$ cat src/rtl/exec_unit_iqueue_pkg.sv
// Types shared by the exec-unit issue queue and the interconnect.
// The entry layout is what the ALU sees on its current-instruction input.
package exec_unit_dtypes;

    localparam int IQUEUE_DEPTH    = 4;
    localparam int IQ_TAG_WIDTH    = 4;
    localparam int IQ_OPCODE_WIDTH = 4;

    typedef struct packed {
        logic [IQ_OPCODE_WIDTH-1:0] opcode;
        logic [IQ_TAG_WIDTH-1:0]    dest_tag;
        logic [IQ_TAG_WIDTH-1:0]    src_a_tag;
        logic                       src_a_rdy;
        logic [IQ_TAG_WIDTH-1:0]    src_b_tag;
        logic                       src_b_rdy;
    } type_iqueue_entry;

endpackage

$ cat src/rtl/exec_unit_iqueue_if.sv
// Dispatch, wakeup and issue signals of the issue queue.
// The queue uses the slave view; dispatch/ALU/interconnect use master.
interface exec_unit_iqueue_if
    import exec_unit_dtypes::*;
#(
    parameter int DEPTH = IQUEUE_DEPTH
);
    localparam int CW = $clog2(DEPTH) + 1;

    logic                    flush_i;
    logic                    disp_valid_i;
    logic                    disp_ready_o;
    type_iqueue_entry        disp_instr_i;
    logic                    wake_valid_i;
    logic [IQ_TAG_WIDTH-1:0] wake_tag_i;
    logic                    issue_valid_o;
    logic                    issue_ready_i;
    type_iqueue_entry        issue_instr_o;
    logic [CW-1:0]           count_o;

    modport slave (
        input  flush_i, disp_valid_i, disp_instr_i,
        input  wake_valid_i, wake_tag_i, issue_ready_i,
        output disp_ready_o, issue_valid_o, issue_instr_o, count_o
    );

    modport master (
        output flush_i, disp_valid_i, disp_instr_i,
        output wake_valid_i, wake_tag_i, issue_ready_i,
        input  disp_ready_o, issue_valid_o, issue_instr_o, count_o
    );

endinterface

$ cat src/rtl/exec_unit_iqueue_wakeup_match.sv
// Tag comparator for one queue slot: raises a source ready flag
// when the broadcast tag matches; flags never fall here.
module iqueue_wakeup_match
    import exec_unit_dtypes::*;
(
    input  logic [IQ_TAG_WIDTH-1:0] src_a_tag_i,
    input  logic                    src_a_rdy_i,
    input  logic [IQ_TAG_WIDTH-1:0] src_b_tag_i,
    input  logic                    src_b_rdy_i,
    input  logic                    wake_valid_i,
    input  logic [IQ_TAG_WIDTH-1:0] wake_tag_i,
    output logic                    src_a_rdy_o,
    output logic                    src_b_rdy_o
);

    always_comb begin
        src_a_rdy_o = src_a_rdy_i | (wake_valid_i & (wake_tag_i == src_a_tag_i));
        src_b_rdy_o = src_b_rdy_i | (wake_valid_i & (wake_tag_i == src_b_tag_i));
    end

endmodule

$ cat src/rtl/exec_unit_iqueue.sv
// In-order issue queue feeding the ALU/cache stage. Entries wait here
// until both source tags have been broadcast, then issue from the head.
module exec_unit_iqueue
    import exec_unit_dtypes::*;
#(
    parameter int DEPTH = IQUEUE_DEPTH
)(
    input  logic               clk,
    input  logic               reset,
    exec_unit_iqueue_if.slave  io
);

    localparam int PW = $clog2(DEPTH);
    localparam int CW = PW + 1;

    type_iqueue_entry entries_q [DEPTH];
    type_iqueue_entry entries_d [DEPTH];
    logic [DEPTH-1:0] valid_q, valid_d;
    logic [PW-1:0]    head_q, head_d;
    logic [PW-1:0]    tail_q, tail_d;
    logic [CW-1:0]    count_q, count_d;

    logic [DEPTH-1:0] wake_a_rdy, wake_b_rdy;
    logic             byp_a_rdy, byp_b_rdy;
    type_iqueue_entry disp_entry;
    type_iqueue_entry head_entry;
    logic             disp_fire, issue_fire;

    for (genvar i = 0; i < DEPTH; i++) begin : g_wake
        iqueue_wakeup_match u_match (
            .src_a_tag_i  (entries_q[i].src_a_tag),
            .src_a_rdy_i  (entries_q[i].src_a_rdy),
            .src_b_tag_i  (entries_q[i].src_b_tag),
            .src_b_rdy_i  (entries_q[i].src_b_rdy),
            .wake_valid_i (io.wake_valid_i),
            .wake_tag_i   (io.wake_tag_i),
            .src_a_rdy_o  (wake_a_rdy[i]),
            .src_b_rdy_o  (wake_b_rdy[i])
        );
    end

    // Catch a broadcast landing in the same cycle as the dispatch write
    iqueue_wakeup_match u_byp_match (
        .src_a_tag_i  (io.disp_instr_i.src_a_tag),
        .src_a_rdy_i  (io.disp_instr_i.src_a_rdy),
        .src_b_tag_i  (io.disp_instr_i.src_b_tag),
        .src_b_rdy_i  (io.disp_instr_i.src_b_rdy),
        .wake_valid_i (io.wake_valid_i),
        .wake_tag_i   (io.wake_tag_i),
        .src_a_rdy_o  (byp_a_rdy),
        .src_b_rdy_o  (byp_b_rdy)
    );

    always_comb begin
        disp_entry           = io.disp_instr_i;
        disp_entry.src_a_rdy = byp_a_rdy;
        disp_entry.src_b_rdy = byp_b_rdy;
    end

    assign head_entry       = entries_q[head_q];
    assign io.disp_ready_o  = !reset && (count_q < CW'(DEPTH));
    assign io.issue_valid_o = (count_q != '0) && head_entry.src_a_rdy
                              && head_entry.src_b_rdy;
    assign io.issue_instr_o = head_entry;
    assign io.count_o       = count_q;

    assign disp_fire  = io.disp_valid_i & io.disp_ready_o;
    assign issue_fire = io.issue_valid_o & io.issue_ready_i;

    always_comb begin
        entries_d = entries_q;
        valid_d   = valid_q;
        head_d    = head_q;
        tail_d    = tail_q;
        count_d   = count_q;

        for (int i = 0; i < DEPTH; i++) begin
            if (valid_q[i]) begin
                entries_d[i].src_a_rdy = wake_a_rdy[i];
                entries_d[i].src_b_rdy = wake_b_rdy[i];
            end
        end

        if (issue_fire) begin
            valid_d[head_q] = 1'b0;
            head_d          = head_q + PW'(1);
        end

        if (disp_fire) begin
            entries_d[tail_q] = disp_entry;
            valid_d[tail_q]   = 1'b1;
            tail_d            = tail_q + PW'(1);
        end

        unique case ({disp_fire, issue_fire})
            2'b10:   count_d = count_q + CW'(1);
            2'b01:   count_d = count_q - CW'(1);
            default: count_d = count_q;
        endcase

        // Flush drops everything, including whatever fired this cycle
        if (io.flush_i) begin
            for (int i = 0; i < DEPTH; i++) begin
                entries_d[i] = '0;
            end
            valid_d = '0;
            head_d  = '0;
            tail_d  = '0;
            count_d = '0;
        end
    end

    always_ff @(posedge clk) begin
        if (reset) begin
            for (int i = 0; i < DEPTH; i++) begin
                entries_q[i] <= '0;
            end
            valid_q <= '0;
            head_q  <= '0;
            tail_q  <= '0;
            count_q <= '0;
        end else begin
            entries_q <= entries_d;
            valid_q   <= valid_d;
            head_q    <= head_d;
            tail_q    <= tail_d;
            count_q   <= count_d;
        end
    end

endmodule

$ cat src/flat_wrapper.sv
// flat-port wrapper written by rule: the top's interface ports become plain ports
module exec_unit_iqueue_flat import exec_unit_dtypes::*;
#(
    parameter int DEPTH = IQUEUE_DEPTH
)
  (clk, reset, io_flush_i, io_disp_valid_i, io_disp_instr_i, io_wake_valid_i, io_wake_tag_i, io_issue_ready_i, io_disp_ready_o, io_issue_valid_o, io_issue_instr_o, io_count_o);
  exec_unit_iqueue_if #(.DEPTH(DEPTH)) io_i ();
  input  logic clk;
  input  logic reset;
  input wire logic [$bits(io_i.flush_i)-1:0] io_flush_i;
  input wire logic [$bits(io_i.disp_valid_i)-1:0] io_disp_valid_i;
  input wire logic [$bits(io_i.disp_instr_i)-1:0] io_disp_instr_i;
  input wire logic [$bits(io_i.wake_valid_i)-1:0] io_wake_valid_i;
  input wire logic [$bits(io_i.wake_tag_i)-1:0] io_wake_tag_i;
  input wire logic [$bits(io_i.issue_ready_i)-1:0] io_issue_ready_i;
  output wire logic [$bits(io_i.disp_ready_o)-1:0] io_disp_ready_o;
  output wire logic [$bits(io_i.issue_valid_o)-1:0] io_issue_valid_o;
  output wire logic [$bits(io_i.issue_instr_o)-1:0] io_issue_instr_o;
  output wire logic [$bits(io_i.count_o)-1:0] io_count_o;
  assign io_i.flush_i = io_flush_i;
  assign io_i.disp_valid_i = io_disp_valid_i;
  assign io_i.disp_instr_i = io_disp_instr_i;
  assign io_i.wake_valid_i = io_wake_valid_i;
  assign io_i.wake_tag_i = io_wake_tag_i;
  assign io_i.issue_ready_i = io_issue_ready_i;
  assign io_disp_ready_o = io_i.disp_ready_o;
  assign io_issue_valid_o = io_i.issue_valid_o;
  assign io_issue_instr_o = io_i.issue_instr_o;
  assign io_count_o = io_i.count_o;
  exec_unit_iqueue #(.DEPTH(DEPTH)) u_core (.clk(clk), .reset(reset), .io(io_i));
endmodule
$ cat config.mk
export PLATFORM = sky130hd
export DESIGN_NAME = exec_unit_iqueue_flat
export DESIGN_NICKNAME = d
export VERILOG_FILES = /design/src/rtl/exec_unit_iqueue_pkg.sv /design/src/rtl/exec_unit_iqueue_if.sv /design/src/rtl/exec_unit_iqueue_wakeup_match.sv /design/src/rtl/exec_unit_iqueue.sv /design/src/flat_wrapper.sv
export SDC_FILE = /design/constraint.sdc
export NUM_CORES = 1
export LEC_CHECK = 0
export CAP_MARGIN = 10
export CORE_MARGIN = 5
export CORE_UTILIZATION = 60
export DETAILED_ROUTE_END_ITERATION = 8
export PLACE_DENSITY_LB_ADDON = 0.2
export SLEW_MARGIN = 40
export SYNTH_ARGS = -nofsm -noshare
export SYNTH_HDL_FRONTEND = slang
export SYNTH_HIERARCHICAL = 1
export SYNTH_SLANG_ARGS = --single-unit
$ cat constraint.sdc
create_clock -name clk -period 4.35 [get_ports clk]
set_clock_uncertainty 0.15 [all_clocks]
set_input_delay 0.87 -clock clk [delete_from_list [all_inputs] [get_ports clk]]
set_output_delay 0.87 -clock clk [all_outputs]
set_load 0.1 [all_outputs]
==> out/results.ini <==
[logic_synthesis]
netlist_top_cells_count=137 x sky130_fd_sc_hd__nand2_1, 83 x sky130_fd_sc_hd__dfxtp_1, 71 x sky130_fd_sc_hd__a21oi_1
post_synthesis_xor_xnor_area_fraction=0.0895
netlist.area_leader.share=0.395
netlist_instances=477
postSynth.asyncResetShare=0
synth_simple_gate_area_share=0.175
synth_nets=515
yosysMostFrequentCell=sky130_fd_sc_hd__nand2_1
fraction_of_synthesized_area_in_multiplexers=0.127
post_synth_instance_area_sq_um=4210
post-synth-top-area-cell=sky130_fd_sc_hd__dfxtp_1
post_synth_main_area_contributors=sky130_fd_sc_hd__dfxtp_1 39%, sky130_fd_sc_hd__nand2_1 12%, sky130_fd_sc_hd__mux4_2 9.6%, sky130_fd_sc_hd__a21oi_1 8.4%, sky130_fd_sc_hd__xor2_1 6.5%
postSynthAreaPerCell_sq_um=8.82
ys_seq_area_frac=0.395
synthFlopType=sky130_fd_sc_hd__dfxtp_1
postSynthRegisterBits=83
number_of_different_library_cells_in_the_post_synthesis_netlist=37
yosys_warnings=6
synth_compound_gate_area_share=0.136
synth_top_family_by_area=simple AND/OR/NAND/NOR gates
synth-edff-count=0
post_synth_fa_ha_maj_area_fraction=0.0315

[power_and_ir_drop]
p_per_area_nw_per_um2=309
total_leakage_power_nw=1.67
vdd_ir_drop_max_mv=0.262

[final_layout]
antenna_diode_count=0
multi_input_area_sq_um=2360
drive_above_1_share=0.139
filler_cell_count_in_the_final_layout=542
final-instance-count-excl-fill=614
sequential_cell_area_sq_um=1660
final_stage_net_count=551
synthToLayoutAreaGrowth_pct=15.3

[clock_tree]
post_cts_resize_count=0
hold_buffer_count_at_cts=0
clk-insertion-delay-late_ps=350
post_cts.repair.setup_buffers=0
ctsRootBufferMaster=sky130_fd_sc_hd__clkbuf_8
path_clk_slew_ps=80
cts.htree.levels=3
clock_path_buffers=2
tritoncts_clock_tree=built
cts-buffers-inserted=9
numClockSinks=83

[timing]
max_slew.worst_pin.slew_ps=837
final_hold_viol_count=0
finalCriticalPeriod_ps=3160
worst_slew_margin_rel=0.442
setup_repair_after_global_routing_missed_its_margin=no
finalCritPeriodShare=0.726
max_freq_mhz=317
fin_setup_tns_ps=0
hold-worst-slack_ps=307
setup_violation_total_in_the_final_timing_report=0
drv_slew=0

[routing]
routedLengthMet1_um=4430
drc=0
route.top_layer_used=met4
firstDrtPassIters=4
routed_wire_length_per_instance_um=16.9
drt_iter0_markers=286
via_count_of_the_routed_design=3532
postRouteAntennaNets=0
drt-vias-per-instance=5.75
met3_length_um=773
routed-wl-met2_um=5120
routed_wl_um=10400

[setup_path]
crit_path_end_kind=primary output
startpoint_type=flip-flop
worst-setup-path-type=flip-flop to primary output
r2r-start=u_core/io.count_o[2]$_SDFFE_PP0P_
crit-reg2reg-capture=u_core/io.count_o[2]$_SDFFE_PP0P_
timing.critical_path.required_ps=3330
critical_path.endpoint=io_issue_instr_o[6]
worstSetupStartpoint=u_core/head_q[1]$_SDFFE_PP0N_
regToRegSetupSlack_ps=1630
max_fo_critical_path=15
length_in_cells_of_the_worst_reg_to_reg_path=7
crit_arrival_ps=2140

[floorplan]
starting_density_of_the_core=0.619
num_rows=30
io-pin-count=51
fp.dieW_um=93.7
die-area_sq_um=8790
core_area_sq_um=6790
fp.dieH_um=93.7

[global_route]
grt_pass1_wl_um=16700
global_route.overflow_total=0
first_global_vias=3303
grt_max_degree=83
global_route.usage.total=0.244
grt_antenna_before_repair=0

[hold_path]
min_path_type=flip-flop to flip-flop
worst_hold_startpoint=u_core/entries_q[46]$_SDFFE_PP0P_
hold_path_depth=2

[placed_design]
dp_hpwl_um=6710
numPlacedInstances=598
routability_congestion_estimate=0.823
port_buffer_cells=50

[job]
max_cap_viol_count=0

[outcome]
run_status=complete, no violations

-- worst min-delay path by stage --
stage	end	slack, ps
final	u_core/entries_q[46]$_SDFFE_PP0P_	310
after global routing	u_core/entries_q[46]$_SDFFE_PP0P_	320
after CTS	u_core/entries_q[46]$_SDFFE_PP0P_	310
after detailed placement	u_core/entries_q[46]$_SDFFE_PP0P_	290
after global placement	u_core/entries_q[49]$_SDFFE_PP0P_	290
after floorplan	u_core/entries_q[31]$_SDFFE_PP0P_	280
-- metrics by stage --
step	power (W)	area (sq um)	setup WS [ps]	util
global placement	0.000950	4660	1090	0.685
floorplan	0.000884	4210	802	-
global route	0.00156	4850	1100	0.714
CTS	0.00151	4840	1150	0.713
detailed placement	0.000951	4640	1020	0.683
finish	0.00150	4850	1190	0.714
-- flip-flops by register name, summed over array words and instances (netlist names) --
name / cells
u_core/head_q: 2
u_core/io.count_o: 3
u_core/tail_q: 2
u_core/entries_q: 72
u_core/valid_q: 4
-- where the power goes --
part | internal [W] | switching, W
Combinational | 0.0000586 | 0.000106
Sequential | 0.000765 | 0.00000585
Clock | 0.000284 | 0.000282
Total | 0.00111 | 0.000393
-- kinds of logic after synthesis --
| logic type | after synthesis |
|---|---|
| xor+xnor | 43 |
| mux | 29 |
| simple gates | 178 |
| compound gates | 99 |
| fa+ha+maj | 10 |
| flops | 83 |
| buf+inv | 35 |
-- routing by layer --
metal | GRT usage | vias up
li1 | - | 1698
met1 | 0.337 | 1690
met2 | 0.391 | 134
met3 | 0.0345 | 10
met4 | 0.0878 | 0
met5 | 0 | -
-- layout by cell type (no fill, tap or decap), types with 2 or more instances in the layout --
master                            count
sky130_fd_sc_hd__nand2_1            134
sky130_fd_sc_hd__dfxtp_1             83
sky130_fd_sc_hd__a21oi_1             71
sky130_fd_sc_hd__xor2_1              31
sky130_fd_sc_hd__clkdlybuf4s50_1     27
sky130_fd_sc_hd__buf_4               24
sky130_fd_sc_hd__mux4_2              18
sky130_fd_sc_hd__nor2_1              17
sky130_fd_sc_hd__xnor2_1             12
sky130_fd_sc_hd__nor3_1              11
sky130_fd_sc_hd__clkbuf_8            10
sky130_fd_sc_hd__a31o_1              10
sky130_fd_sc_hd__mux2i_1              9
sky130_fd_sc_hd__ha_1                 9
sky130_fd_sc_hd__a211oi_1             8
sky130_fd_sc_hd__inv_1                4
sky130_fd_sc_hd__o21ai_0              4
sky130_fd_sc_hd__buf_2                3
sky130_fd_sc_hd__and2_1               3
sky130_fd_sc_hd__nand2_2              3
sky130_fd_sc_hd__a311oi_1             3
sky130_fd_sc_hd__inv_6                2
-- worst max-delay path, cell delays in order, from the launching register on --
cell and delay [ps]:
sky130_fd_sc_hd__dfxtp_1 580, sky130_fd_sc_hd__buf_4 380, sky130_fd_sc_hd__mux4_2 570, sky130_fd_sc_hd__buf_4 250
-- final cells by class --
class / instances / area share
flip-flops and latches: 83 / 0.343
inverters: 5 / 0.00438
repair buffers: 55 / 0.100
clock buffers: 11 / 0.0291
multi-input cells: 359 / 0.487
clock inverters: 5 / 0.0124
well taps: 96 / 0.0248
Note: power is estimated with default switching activity, not from simulation.
